===== src/rtl/uart_transceiver.sv =====
`default_nettype none
// =============================================================================
// Module   : uart_transceiver
// Summary  : Full-duplex UART with independent TX/RX engines sharing one baud
//            divisor. Optional parity bit enabled by defining UART_PARITY_EN.
// Revision : 1.0 - initial release
// =============================================================================
module uart_transceiver #(
    parameter int CLKS_PER_BIT = 868,
    parameter int DATA_BITS    = 8,
    parameter int STOP_BITS    = 1,
    parameter int PARITY_ODD   = 0
) (
    input  logic                 clk,
    input  logic                 rst,
    input  logic [DATA_BITS-1:0] tx_data,
    input  logic                 tx_valid,
    output logic                 tx_ready,
    output logic                 tx,
    input  logic                 rx,
    output logic [DATA_BITS-1:0] rx_data,
    output logic                 rx_valid,
    output logic                 rx_frame_err,
    output logic                 rx_parity_err,
    output logic                 tx_busy,
    output logic                 rx_busy
);

    localparam int CW = $clog2(CLKS_PER_BIT * STOP_BITS);
    localparam int BW = (DATA_BITS > 1) ? $clog2(DATA_BITS) : 1;

    localparam logic [CW-1:0] c_bit_last  = CW'(CLKS_PER_BIT - 1);
    localparam logic [CW-1:0] c_half_last = CW'(CLKS_PER_BIT / 2 - 1);
    // The accepting IDLE cycle supplies the final stop-bit cycle, so back-to-back frames have no gap.
    localparam logic [CW-1:0] c_stop_last = CW'(CLKS_PER_BIT * STOP_BITS - 2);
    localparam logic [BW-1:0] c_data_last = BW'(DATA_BITS - 1);

    typedef enum logic [2:0] {
        TX_IDLE, TX_START, TX_DATA, TX_PARITY, TX_STOP
    } tx_state_e;

    typedef enum logic [2:0] {
        RX_IDLE, RX_START, RX_DATA, RX_PARITY, RX_STOP, RX_WAIT_HIGH
    } rx_state_e;

    // ------------------------------------------------------------------ TX
    tx_state_e              tx_state_q, tx_state_d;
    logic [CW-1:0]          tx_cnt_q, tx_cnt_d;
    logic [BW-1:0]          tx_bit_q, tx_bit_d;
    logic [DATA_BITS-1:0]   tx_shift_q, tx_shift_d;
    logic                   tx_out_q, tx_out_d;
`ifdef UART_PARITY_EN
    logic                   tx_par_q, tx_par_d;
`endif

    always_ff @(posedge clk or negedge rst) begin
        if (!rst) begin
            tx_state_q <= TX_IDLE;
            tx_cnt_q   <= '0;
            tx_bit_q   <= '0;
            tx_shift_q <= '0;
            tx_out_q   <= 1'b1;
`ifdef UART_PARITY_EN
            tx_par_q   <= 1'b0;
`endif
        end else begin
            tx_state_q <= tx_state_d;
            tx_cnt_q   <= tx_cnt_d;
            tx_bit_q   <= tx_bit_d;
            tx_shift_q <= tx_shift_d;
            tx_out_q   <= tx_out_d;
`ifdef UART_PARITY_EN
            tx_par_q   <= tx_par_d;
`endif
        end
    end

    always_comb begin
        tx_state_d = tx_state_q;
        tx_cnt_d   = tx_cnt_q + CW'(1);
        tx_bit_d   = tx_bit_q;
        tx_shift_d = tx_shift_q;
`ifdef UART_PARITY_EN
        tx_par_d   = tx_par_q;
`endif
        case (tx_state_q)
            TX_IDLE: begin
                tx_cnt_d = '0;
                if (tx_valid) begin
                    tx_state_d = TX_START;
                    tx_shift_d = tx_data;
                    tx_bit_d   = '0;
`ifdef UART_PARITY_EN
                    tx_par_d   = ^tx_data ^ 1'(PARITY_ODD);
`endif
                end
            end
            TX_START: begin
                if (tx_cnt_q == c_bit_last) begin
                    tx_cnt_d   = '0;
                    tx_state_d = TX_DATA;
                end
            end
            TX_DATA: begin
                if (tx_cnt_q == c_bit_last) begin
                    tx_cnt_d   = '0;
                    tx_shift_d = tx_shift_q >> 1;
                    tx_bit_d   = tx_bit_q + BW'(1);
                    if (tx_bit_q == c_data_last) begin
`ifdef UART_PARITY_EN
                        tx_state_d = TX_PARITY;
`else
                        tx_state_d = TX_STOP;
`endif
                    end
                end
            end
`ifdef UART_PARITY_EN
            TX_PARITY: begin
                if (tx_cnt_q == c_bit_last) begin
                    tx_cnt_d   = '0;
                    tx_state_d = TX_STOP;
                end
            end
`endif
            TX_STOP: begin
                if (tx_cnt_q == c_stop_last) begin
                    tx_cnt_d   = '0;
                    tx_state_d = TX_IDLE;
                end
            end
            default: tx_state_d = TX_IDLE;
        endcase

        // Line level is registered from the next state so the pin never glitches.
        case (tx_state_d)
            TX_START:  tx_out_d = 1'b0;
            TX_DATA:   tx_out_d = tx_shift_d[0];
`ifdef UART_PARITY_EN
            TX_PARITY: tx_out_d = tx_par_d;
`endif
            default:   tx_out_d = 1'b1;
        endcase
    end

    assign tx       = tx_out_q;
    assign tx_ready = (tx_state_q == TX_IDLE);
    assign tx_busy  = (tx_state_q != TX_IDLE);

    // ------------------------------------------------------------------ RX
    logic [1:0]             rx_sync_q;
    logic                   rx_prev_q;
    logic                   w_rx_s;
    rx_state_e              rx_state_q, rx_state_d;
    logic [CW-1:0]          rx_cnt_q, rx_cnt_d;
    logic [BW-1:0]          rx_bit_q, rx_bit_d;
    logic [DATA_BITS-1:0]   rx_shift_q, rx_shift_d;
    logic [DATA_BITS-1:0]   rx_data_q, rx_data_d;
    logic                   rx_valid_q, rx_valid_d;
    logic                   rx_ferr_q, rx_ferr_d;
`ifdef UART_PARITY_EN
    logic                   rx_par_q, rx_par_d;
    logic                   rx_perr_q, rx_perr_d;
`endif

    assign w_rx_s = rx_sync_q[1];

    always_ff @(posedge clk or negedge rst) begin
        if (!rst) begin
            rx_sync_q  <= 2'b11;
            rx_prev_q  <= 1'b1;
            rx_state_q <= RX_IDLE;
            rx_cnt_q   <= '0;
            rx_bit_q   <= '0;
            rx_shift_q <= '0;
            rx_data_q  <= '0;
            rx_valid_q <= 1'b0;
            rx_ferr_q  <= 1'b0;
`ifdef UART_PARITY_EN
            rx_par_q   <= 1'b0;
            rx_perr_q  <= 1'b0;
`endif
        end else begin
            rx_sync_q  <= {rx_sync_q[0], rx};
            rx_prev_q  <= w_rx_s;
            rx_state_q <= rx_state_d;
            rx_cnt_q   <= rx_cnt_d;
            rx_bit_q   <= rx_bit_d;
            rx_shift_q <= rx_shift_d;
            rx_data_q  <= rx_data_d;
            rx_valid_q <= rx_valid_d;
            rx_ferr_q  <= rx_ferr_d;
`ifdef UART_PARITY_EN
            rx_par_q   <= rx_par_d;
            rx_perr_q  <= rx_perr_d;
`endif
        end
    end

    always_comb begin
        rx_state_d = rx_state_q;
        rx_cnt_d   = rx_cnt_q + CW'(1);
        rx_bit_d   = rx_bit_q;
        rx_shift_d = rx_shift_q;
        rx_data_d  = rx_data_q;
        rx_valid_d = 1'b0;
        rx_ferr_d  = rx_ferr_q;
`ifdef UART_PARITY_EN
        rx_par_d   = rx_par_q;
        rx_perr_d  = rx_perr_q;
`endif
        case (rx_state_q)
            RX_IDLE: begin
                rx_cnt_d = '0;
                if (rx_prev_q && !w_rx_s) begin
                    rx_state_d = RX_START;
                end
            end
            RX_START: begin
                if (rx_cnt_q == c_half_last) begin
                    rx_cnt_d   = '0;
                    rx_bit_d   = '0;
                    rx_state_d = w_rx_s ? RX_IDLE : RX_DATA;
                end
            end
            RX_DATA: begin
                if (rx_cnt_q == c_bit_last) begin
                    rx_cnt_d   = '0;
                    rx_shift_d = {w_rx_s, rx_shift_q[DATA_BITS-1:1]};
                    rx_bit_d   = rx_bit_q + BW'(1);
                    if (rx_bit_q == c_data_last) begin
`ifdef UART_PARITY_EN
                        rx_state_d = RX_PARITY;
`else
                        rx_state_d = RX_STOP;
`endif
                    end
                end
            end
`ifdef UART_PARITY_EN
            RX_PARITY: begin
                if (rx_cnt_q == c_bit_last) begin
                    rx_cnt_d   = '0;
                    rx_par_d   = w_rx_s;
                    rx_state_d = RX_STOP;
                end
            end
`endif
            RX_STOP: begin
                if (rx_cnt_q == c_bit_last) begin
                    rx_cnt_d   = '0;
                    rx_valid_d = 1'b1;
                    rx_data_d  = rx_shift_q;
                    rx_ferr_d  = !w_rx_s;
`ifdef UART_PARITY_EN
                    rx_perr_d  = rx_par_q != (^rx_shift_q ^ 1'(PARITY_ODD));
`endif
                    rx_state_d = w_rx_s ? RX_IDLE : RX_WAIT_HIGH;
                end
            end
            RX_WAIT_HIGH: begin
                rx_cnt_d = '0;
                if (w_rx_s) begin
                    rx_state_d = RX_IDLE;
                end
            end
            default: rx_state_d = RX_IDLE;
        endcase
    end

    assign rx_data      = rx_data_q;
    assign rx_valid     = rx_valid_q;
    assign rx_frame_err = rx_ferr_q;
    assign rx_busy      = (rx_state_q != RX_IDLE);
`ifdef UART_PARITY_EN
    assign rx_parity_err = rx_perr_q;
`else
    assign rx_parity_err = 1'b0;
    logic unused_parity_odd;
    assign unused_parity_odd = 1'(PARITY_ODD);
`endif

endmodule
`default_nettype wire


===== config.mk =====
export PLATFORM = sky130hd
export DESIGN_NAME = uart_transceiver
export DESIGN_NICKNAME = d
export VERILOG_FILES = /design/src/rtl/uart_transceiver.sv
export SDC_FILE = /design/constraint.sdc
export NUM_CORES = 1
export LEC_CHECK = 0
export BUFFER_PORTS_ARGS = -buffer_cell sky130_fd_sc_hd__clkbuf_2
export CORE_MARGIN = 2
export CORE_UTILIZATION = 59
export CTS_BUF_LIST = sky130_fd_sc_hd__clkbuf_16
export CTS_CLUSTER_DIAMETER = 100
export CTS_CLUSTER_SIZE = 28
export DETAILED_ROUTE_END_ITERATION = 8
export GPL_TIMING_DRIVEN = 1
export PLACE_DENSITY = 0.86
export SETUP_SLACK_MARGIN = 0.4
export SLEW_MARGIN = 30
export SYNTH_ARGS = -nofsm -noshare
export SYNTH_HDL_FRONTEND = slang
export SYNTH_SLANG_ARGS = --single-unit

===== constraint.sdc =====
create_clock -name clk -period 2.2 [get_ports clk]
set_input_delay 0 -clock clk [delete_from_list [all_inputs] [get_ports clk]]
set_output_delay 0 -clock clk [all_outputs]
set_load 0.01 [all_outputs]

; ---- Word level (Yosys, flattened, before mapping)
; Cells that the tools add are included.
; W data, S select, Z words.
[word_totals]
ff_bits = 62
mem_bits_ro = 0
latchBits = 0
ram_bits = 0
elab_cells = 91
memories = 0
inputBits = 12
output_inout_bits = 15
[classes]
div = 0
n_reduce_logical = 16
n_mul = 0
n_mux = 33
n_eq_ne = 23
n_shift = 0
addsub = 4
magnitude_cmp = 0
n_bitwise = 0
[op_table]
columns = operator, count
row1 = $pmux W10 S3, 2
row2 = $mux W3, 16
row3 = $mux W10, 4
row4 = $eq A10 B10 Y1 const B, 3
row5 = $add A10 B1 Y10 const B, 2
row6 = $mux W8, 2
row7 = $ne A2 B2 Y1 const B, 8
row8 = $pmux W8 S2, 1
row9 = $eq A3 B3 Y1 const B, 5
row10 = $pmux W3 S5, 1
row11 = $pmux W3 S2, 2
row12 = $pmux W3 S4, 1
row13 = $eq A10 B9 Y1 const B, 1
row14 = $eq A3 B1 Y1 const B, 3
row15 = $eq A3 B2 Y1 const B, 3
row16 = $add A3 B1 Y3 const B, 2
row17 = $logic_not A3 Y1, 2
row18 = $reduce_and A3 Y1, 2
row19 = $reduce_and A6 Y1, 1
row20 = $reduce_bool A3 Y1, 2
row21 = $reduce_or A2 Y1, 3
row22 = $reduce_and A2 Y1, 2
row23 = $reduce_bool A2 Y1, 2
row24 = $mux W1, 2
row25 = other kinds (4), 4

; ---- Longest topological paths before layout
; Gate-level depths: netlist (run 1).
[depth]
word_depth = 6
mapped_depth = 7
depth_no_buf = 6

; ---- Worst setup path after synthesis (run 1)
; No wires, ideal clock.
[synth_path]
path_type = register to register
start = register rx_cnt_q[0]
end = register rx_shift_q[0]
slack_ns = 0.270
path_stages_with_launch = 7
period_less_slack_ns = 1.930
t_required_ns = 2.075
arrival_ns = 1.805
cell_sequence = dfrtp_1 -> ha_1 -> nor2b_1 -> nand3_1 -> nor3_1 -> buf_4 -> mux2_2
[synth_between]
elab_chain_len = 2
[synth_rtl]
columns = element, line
row1 = from (decl), 155  ; logic [CW-1:0] rx_cnt_q, rx_cnt_d;
row2 = from (signal assigned), 187  ; rx_cnt_q <= rx_cnt_d;
row3 = $eq A10 B10 Y1, 227  ; if (rx_cnt_q == c_bit_last) begin
row4 = $reduce_and A2 Y1 (no source line), n/a
row5 = to (signal assigned), 189  ; rx_shift_q <= rx_shift_d;
row6 = to (decl), 157  ; logic [DATA_BITS-1:0] rx_shift_q, rx_shift_d;
; Every way passes these cells.
; A chain may end at the register's enable or synchronous reset.

; ---- Worst setup path after layout (run 1)
[layout_path]
start = register tx_cnt_q[3]
end = register tx_bit_q[0]
[layout_between]
elab_chain_len = 3
[layout_rtl]
columns = element, line
row1 = from (decl), 48  ; logic [CW-1:0] tx_cnt_q, tx_cnt_d;
row2 = from (signal assigned), 68  ; tx_cnt_q <= tx_cnt_d;
row3 = $eq A10 B10 Y1, 105  ; if (tx_cnt_q == c_bit_last) begin
row4 = $ne A2 B2 Y1 (no source line), n/a
row5 = $reduce_and A3 Y1 (no source line), n/a
row6 = to (signal assigned), 69  ; tx_bit_q <= tx_bit_d;
row7 = to (decl), 49  ; logic [BW-1:0] tx_bit_q, tx_bit_d;
; Every way passes these cells.

==> results of run 1 <==
==> cells in the final DEF (no fill, tap or decap), types with 3 or more instances in the layout <==
cell,count
buf_6,3
clkbuf_2,25
nand4_1,3
nor3_2,3
nor2_1,28
inv_1,13
nand2_1,19
nand3_1,8
dfstp_2,4
a21o_2,6
a22o_1,8
buf_4,16
and2_1,3
xnor2_1,13
bufinv_16,3
dlygate4sd3_1,10
o21ai_0,3
ha_1,5
dfrtp_2,6
xor2_1,5
dfrtp_1,52
clkbuf_16,9
mux2_2,17
nor3_1,5
==> registers in the layout (all words and copies together) (netlist names) <==
| signal | cells |
|---|---|
| tx | 1 |
| tx_state_q | 3 |
| tx_cnt_q | 10 |
| rx_sync_q | 2 |
| rx_frame_err | 1 |
| rx_cnt_q | 10 |
| rx_shift_q | 8 |
| rx_state_q | 3 |
| rx_bit_q | 3 |
| tx_shift_q | 8 |
| rx_valid | 1 |
| rx_data | 8 |
| rx_prev_q | 1 |
| tx_bit_q | 3 |
==> layout make-up <==
type | count | area share (%)
clock inverter | 6 | 2.65
sequential | 62 | 40.3
clock buffer | 9 | 5.81
timing repair buffer | 55 | 10.3
tap | 67 | 2.16
multi-input combinational | 176 | 37.5
inverter | 13 | 1.26
==> worst max path at each step <==
| stage | to | cells past startpoint | slack, ns |
|---|---|---|---|
| 2_1_floorplan | rx_shift_q[0] | 6 | 0.42 |
| 3_3_place_gp | tx_cnt_q[7] | 4 | 0.25 |
| 3_5_place_dp | tx_cnt_q[5] | 4 | 0.22 |
| 4_1_cts | tx_cnt_q[4] | 4 | 0.40 |
| 5_1_grt | tx_bit_q[0] | 5 | 0.32 |
| 6_report | tx_bit_q[0] | 5 | 0.34 |
==> through the flow <==
stage | instances | instance area (sq um) | util, % | hold WS (ns)
after floorplan | 258 | 2950 | - | -0.296
after global placement | 347 | 3160 | 66.4 | 0.0475
after detailed placement | 347 | 3160 | 66.4 | 0.0543
after CTS | 378 | 3730 | 78.5 | 0.0414
after global routing | 388 | 3880 | 81.5 | 0.147
final | 388 | 3880 | 81.5 | 0.120
==> critical path: stages (launching register included) <==
cell and delay, ns:
dfrtp_2 0.42, or4b_4 0.63, nor4_4 0.18, buf_6 0.18, nor2_4 0.06, mux2_4 0.28
==> cells by family after synthesis <==
logic type                 count (synthesis)
buffers and inverters                     22
and+or+nand+nor                           92
adders and majority gates                  8
muxes                                     20
AOI/OAI and AO/OA                         35
other                                      1
xor gates and xnor gates                  18
DFF                                       62
==> report_power, final <==
group | switching [uW] | internal [uW]
Combinational | 170 | 180
Sequential | 111 | 1210
Clock | 471 | 1090
==> metal layers <==
layer / vias up / share of wire (%) / global-route usage [%]
met5: - / 0 / 0
met3: 18 / 5.2 / 6.37
met4: 0 / 2.3 / 12.9
met1: 1113 / 39 / 30.9
li1: 1030 / - / -
met2: 98 / 54 / 45.6
==> repair_timing <==
item,in CTS,in global routing
gates cloned,1,1
setup endpoints to repair,39,36
setup buffers,5,9
pin swaps,4,15
gates resized for setup,19,16
hold buffers,10,0
hold endpoints to repair,33,0
==> key figures, run 1 <==
Pwr
  – Final Total Pwr: 3230 uW
  – Power Density: 833 mW/mm^2
  – Worst VDD drop: 0.651 mV
  – Leak: 0.00182 uW

Worst setup path
  – Crit path from: tx_cnt_q[3]
  – Critical R2R Capture: tx_bit_q[0]
  – CP Class: flop to flop
  – RR Startpoint: tx_cnt_q[3]
  – Worst R2R Setup Slack: 0.34 ns
  – Critical Path Start Type: flop
  – Reg2Reg Depth: 5
  – CP arrival: 2.07 ns
  – CP Data Required Time: 2.41 ns
  – Crit-path max FO: 5
  – Crit end category: flop

Outcome
  – Status: finished clean

Logic synthesis
  – Post-Syn Area per Cell: 11.4 sq um
  – Synthesized cell area: 0.00293 sq mm
  – Top post-synthesis cells by count: dfrtp_1, nor2_1, nand2_1
  – Post-synthesis cell type count: 55
  – Mux share of post-synthesis cell area: 7.72%
  – Syn. warnings: 0
  – Predominant post-synthesis flop cell: dfrtp_1
  – Post-synthesis cell count: 258
  – Synth Area in Compound Gates: 10.3%
  – Post-Syn Nets: 278
  – Seq/Total Area, Yosys: 53.0%
  – Top post-synthesis cells by area: dfrtp_1, mux2_2, xnor2_1
  – Yosys reg bits: 62
  – Simple-Gate Fraction of Synth Area: 16.6%
  – Post-synth ARST share: 100%
  – Number of synthesized flops with an enable pin: 0
  – Post-Synth XOR/XNOR Area: 5.37%
  – Largest family of logic cells by synthesized area: simple AND/OR/NAND/NOR gates
  – Synth Area in Adders: 3.41%
  – Synth area leader: dfrtp_1
  – Most common cell in the netlist: dfrtp_1
  – Top-area cell type share of the netlist area: 49.5%

Route
  – DR iter-0 viols: 161
  – Vias per cell: 5.82
  – DRT Wirelength: 7.31 mm
  – DRT Pass-1 Iters: 4
  – # DRC: 0
  – Wire per inst: 18.8 um
  – Via count: 2259
  – Antenna viol nets, final: 0

STA
  – Slew Limit Headroom: 56.9%
  – Pins over their slew limit: 0
  – Slew @ Worst Pin: 0.647 ns
  – Max Clk Rate: 537 MHz
  – Clk_skew: 0.00630 ns
  – Final period util: 84.7%
  – Final setup fails: 0
  – Minimum clock period after layout: 1.86 ns
  – Final hold vios: 0
  – Worst setup margin: 0.337 ns
  – Final TNS setup: 0 ns
  – RSZ-0062 raised after global routing: yes

Job
  – MaxCap Viol Count: 0

Final layout
  – P&R area growth vs syn: 32.1%
  – Layout cells sized above 1: 38.3%
  – # fillers: 261
  – Number of diodes: 0
  – Nets: 337
  – Register area: 0.00156 sq mm
  – Area of the multi-input gates: 0.00145 sq mm

CTS
  – Clk sinks: 62
  – CTS buffer count: 9
  – Clk Latency, worst-skew pair: 0.33 ns
  – H-tree depth: 3
  – TritonCTS clock tree: done
  – Clock slew at reported path FFs: 0.05 ns
  – Root Buffer: clkbuf_16
  – Clk buf depth: 2

Worst hold path
  – Hold_sp: tx_valid
  – Hold depth: 4
  – Hold-critical path endpoint: tx_shift_q[7]
  – Worst min path class: primary input to flop

Global routing
  – Initial antenna violation count: 0
  – Gr usage total: 26.4%
  – Number of global-route vias before repair: 2159
  – Global-route wire length before repair: 10.5 mm
  – GRT overflow: 0
  – Largest net degree at the start of global routing: 28

Placement
  – DP Worst Slack: 0.219 ns
  – DP HPWL: 3.64 mm
  – Routability cong.: 0.807
  – Port buffer count: 25

Die
  – Core ar.: 0.00475 sq mm
  – Initial Utilization: 61.7%
  – Die ar.: 0.00555 sq mm
  – Ports: 27
  – DIE WIDTH: 74.5 um
  – Die height: 74.5 um
  – Row cnt: 25
(Power assumes the default switching activity.)
==> run 2, diff against run 1 <==
ABC_AREA = 1   (was unset)
clock period = 1.8 ns   (was 2.2 ns; I/O delays follow)
==> run 2 against run 1 <==
Compared with the run above: hold slack lost 0.029 ns; core utilization grew 1.7 points; power grew 54%; largest power group is now registers.
==> key figures, run 2 <==
Final layout
  – # fillers: 242 (was 261)
  – Number of diodes: 0 (unchanged)
  – Post-route cell area: 0.00420 sq mm (was 0.00388 sq mm)
  – Commonest non-fill, non-tap cells in the layout: nand2_1, dfrtp_1, inv_1 (was dfrtp_1, nor2_1, clkbuf_2)
  – Largest regs: rx_cnt_q x10, tx_cnt_q x10 (unchanged)
  – Register area: 0.00156 sq mm (about the same)
  – Commonest non-fill, non-tap cell in the layout: nand2_1 (was dfrtp_1)
  – Fin cells: 489 (was 388)
  – Nets: 434 (was 337)
  – Area of the multi-input gates: 0.00159 sq mm (was 0.00145 sq mm)
  – Layout cells sized above 1: 41.3% (was 38.3%)
  – P&R area growth vs syn: 37.2% (was 32.1%)

Logic synthesis
  – Mux share of post-synthesis cell area: 0% (was 7.72%)
  – Top-area cell type share of the netlist area: 47.5% (was 49.5%)
  – Predominant post-synthesis flop cell: dfrtp_1 (unchanged)
  – Post-Syn Area per Cell: 8.86 sq um (was 11.4 sq um)
  – Seq/Total Area, Yosys: 50.9% (was 53.0%)
  – Synth Area in Compound Gates: 8.72% (was 10.3%)
  – Post-synthesis cell type count: 34 (was 55)
  – Most common cell in the netlist: nand2_1 (was dfrtp_1)
  – Post-synth ARST share: 100% (unchanged)
  – Synth area leader: dfrtp_1 (unchanged)
  – Simple-Gate Fraction of Synth Area: 26.7% (was 16.6%)
  – Largest family of logic cells by synthesized area: simple AND/OR/NAND/NOR gates (unchanged)
  – Synthesized cell area: 0.00306 sq mm (was 0.00293 sq mm)
  – Top post-synthesis cells by count: nand2_1, dfrtp_1, inv_1 (was dfrtp_1, nor2_1, nand2_1)
  – Yosys reg bits: 62 (unchanged)
  – Post-synthesis cell count: 345 (was 258)
  – Post-Synth XOR/XNOR Area: 3.15% (was 5.37%)
  – Syn. warnings: 0 (unchanged)
  – Top post-synthesis cells by area: dfrtp_1, nand2_1, inv_1 (was dfrtp_1, mux2_2, xnor2_1)
  – Post-Syn Nets: 365 (was 278)
  – Synth Area in Adders: 3.27% (was 3.41%)
  – Number of synthesized flops with an enable pin: 0 (unchanged)

CTS
  – TritonCTS clock tree: done (unchanged)
  – Root Buffer: clkbuf_16 (unchanged)
  – H-tree depth: 3 (unchanged)
  – Clk sinks: 62 (unchanged)
  – Clk Latency, worst-skew pair: 0.34 ns (was 0.33 ns)
  – Clock slew at reported path FFs: 0.06 ns (was 0.05 ns)
  – CTS buffer count: 9 (unchanged)
  – Clk buf depth: 2 (unchanged)

Route
  – DRT Wirelength: 8.67 mm (was 7.31 mm)
  – Antenna viol nets, final: 0 (unchanged)
  – Vias per cell: 5.64 (was 5.82)
  – DR iter-0 viols: 260 (was 161)
  – Wire per inst: 17.7 um (was 18.8 um)
  – Via count: 2758 (was 2259)
  – DRT Pass-1 Iters: 5 (was 4)
  – # DRC: 0 (unchanged)

Worst setup path
  – CP Class: flop to flop (unchanged)
  – CP arrival: 1.84 ns (was 2.07 ns)
  – Crit end category: flop (unchanged)
  – CP Data Required Time: 2.07 ns (was 2.41 ns)
  – Crit path buf inv count: 2 (was 1)
  – Slowest stage cell, crit path: dfrtp_1 (was or4b_4)
  – CP peak stage delay: 0.42 ns (was 0.63 ns)
  – Crit-path most repeated cell: nand3_4
  – Top delay family on crit path: simple AND/OR/NAND/NOR gates (unchanged)
  – Crit-path cells: ha_4, nand3_4, nor2_4, buf_12, nand3_4, nand2_4, buf_6, nand3_4, nand2_1 (was or4b_4, nor4_4, buf_6, nor2_4, mux2_4)
  – Critical Path Start Type: flop (unchanged)
  – Crit-path max FO: 4 (was 5)

Placement
  – Port buffer count: 25 (unchanged)
  – Routability cong.: 0.874 (was 0.807)
  – Inst Count DP: 438 (was 347)
  – DP HPWL: 3.79 mm (was 3.64 mm)
  – DP Area: 0.00327 sq mm (was 0.00316 sq mm)

Die
  – Die ar.: 0.00577 sq mm (was 0.00555 sq mm)
  – Row cnt: 26 (was 25)
  – Core ar.: 0.00504 sq mm (was 0.00475 sq mm)
  – DIE WIDTH: 76.0 um (was 74.5 um)
  – Die height: 76.0 um (was 74.5 um)
  – Initial Utilization: 60.6% (was 61.7%)
  – Ports: 27 (unchanged)

Global routing
  – GRT overflow: 0 (unchanged)
  – Gr usage total: 25.2% (was 26.4%)
  – Number of global-route vias before repair: 2510 (was 2159)
  – Global-route wire length before repair: 11.5 mm (was 10.5 mm)
  – Largest net degree at the start of global routing: 63 (was 28)
  – Initial antenna violation count: 0 (unchanged)

Pwr
  – Power Density: 1190 mW/mm^2 (was 833 mW/mm^2)
  – Final Total Pwr: 4990 uW (was 3230 uW)
  – Leak: 0.00203 uW (was 0.00182 uW)
  – Worst VDD drop: 1.08 mV (was 0.651 mV)

STA
  – Final TNS setup: 0 ns (unchanged)
  – Final period util: 87.2% (was 84.7%)
  – Final setup fails: 0 (unchanged)
  – Minimum clock period after layout: 1.57 ns (was 1.86 ns)
  – Clk_skew: 0.00721 ns (was 0.00630 ns)
  – Max Clk Rate: 637 MHz (was 537 MHz)
  – RSZ-0062 raised after global routing: yes (unchanged)
  – Final hold vios: 0 (unchanged)
  – Pins over their slew limit: 0 (unchanged)

Job
  – MaxCap Viol Count: 0 (unchanged)

Worst hold path
  – Worst min path class: primary input to flop (unchanged)

Outcome
  – Status: finished clean (unchanged)
==> run 2: through the flow <==
step	hold WS (ns)	util (%)	setup WS (ns)
6_report	0.0910	83.2	0.230
3_5_place_dp	0.0354	64.9	0.206
2_1_floorplan	-0.296	-	0.401
4_1_cts	0.0708	76.7	0.344
3_3_place_gp	0.0378	64.9	0.274
5_1_grt	0.110	83.2	0.143
==> run 2: worst min-delay path: stages <==
cell      delay (ns)
clkbuf_2        0.09
nand2_2         0.09
nand3_1         0.11
nand3_2         0.08
==> run 2: where the power goes <==
part / switching, uW / internal [uW]
sequential: 250 / 1590
clock: 677 / 932
combinational: 967 / 573
==> run 2: metal layers <==
| layer | share of wire, % | up-vias | global-route usage, % | routed length, um |
|---|---|---|---|---|
| met5 | 0 | - | 0 | 0 |
| met4 | 4.5 | 0 | 12.2 | 387 |
| met3 | 4.8 | 39 | 5.81 | 413 |
| met2 | 54 | 132 | 42.3 | 4660 |
| met1 | 37 | 1353 | 31.0 | 3210 |
| li1 | - | 1234 | - | - |
==> run 2: repair_timing <==
item / 4_1_cts / 5_1_grt
hold buffers: 10 / 0
hold endpoints to repair: 71 / 0
pin swaps: 15 / 17
resized for setup: 21 / 71
endpoints found under the setup margin: 55 / 57
cloned: 1 / 0
buffers inserted: 13 / 11
==> run 2: logic make-up after synthesis <==
logic type / count (synthesis)
AOI/OAI and AO/OA: 35
xor gates and xnor gates: 11
adders and majority gates: 8
buffers and inverters: 53
DFF: 62
other: 1
and+or+nand+nor: 175
==> run 2: cell type report <==
type | count | area share (%)
Inverter | 50 | 4.77
Multi-Input combinational cell | 231 | 38.0
Timing Repair Buffer | 60 | 11.4
Clock buffer | 9 | 5.37
Sequential cell | 62 | 37.2
Tap cell | 70 | 2.09
Clock inverter | 7 | 1.19
==> run 2: worst paths after layout <==
path                       slack (ns)          from  cells past startpoint            end
setup / recovery                 0.23   tx_cnt_q[0]                      9    tx_bit_q[1]
hold / removal                   0.09      tx_valid                      4  tx_shift_q[0]
setup reg to reg                 0.23   tx_cnt_q[0]                      9    tx_bit_q[1]
hold reg to reg                  0.36  rx_sync_q[0]                      0   rx_sync_q[1]
max in group asynchronous        1.27           rst                      3             tx
min in group asynchronous        0.19           rst                      3    rx_cnt_q[6]
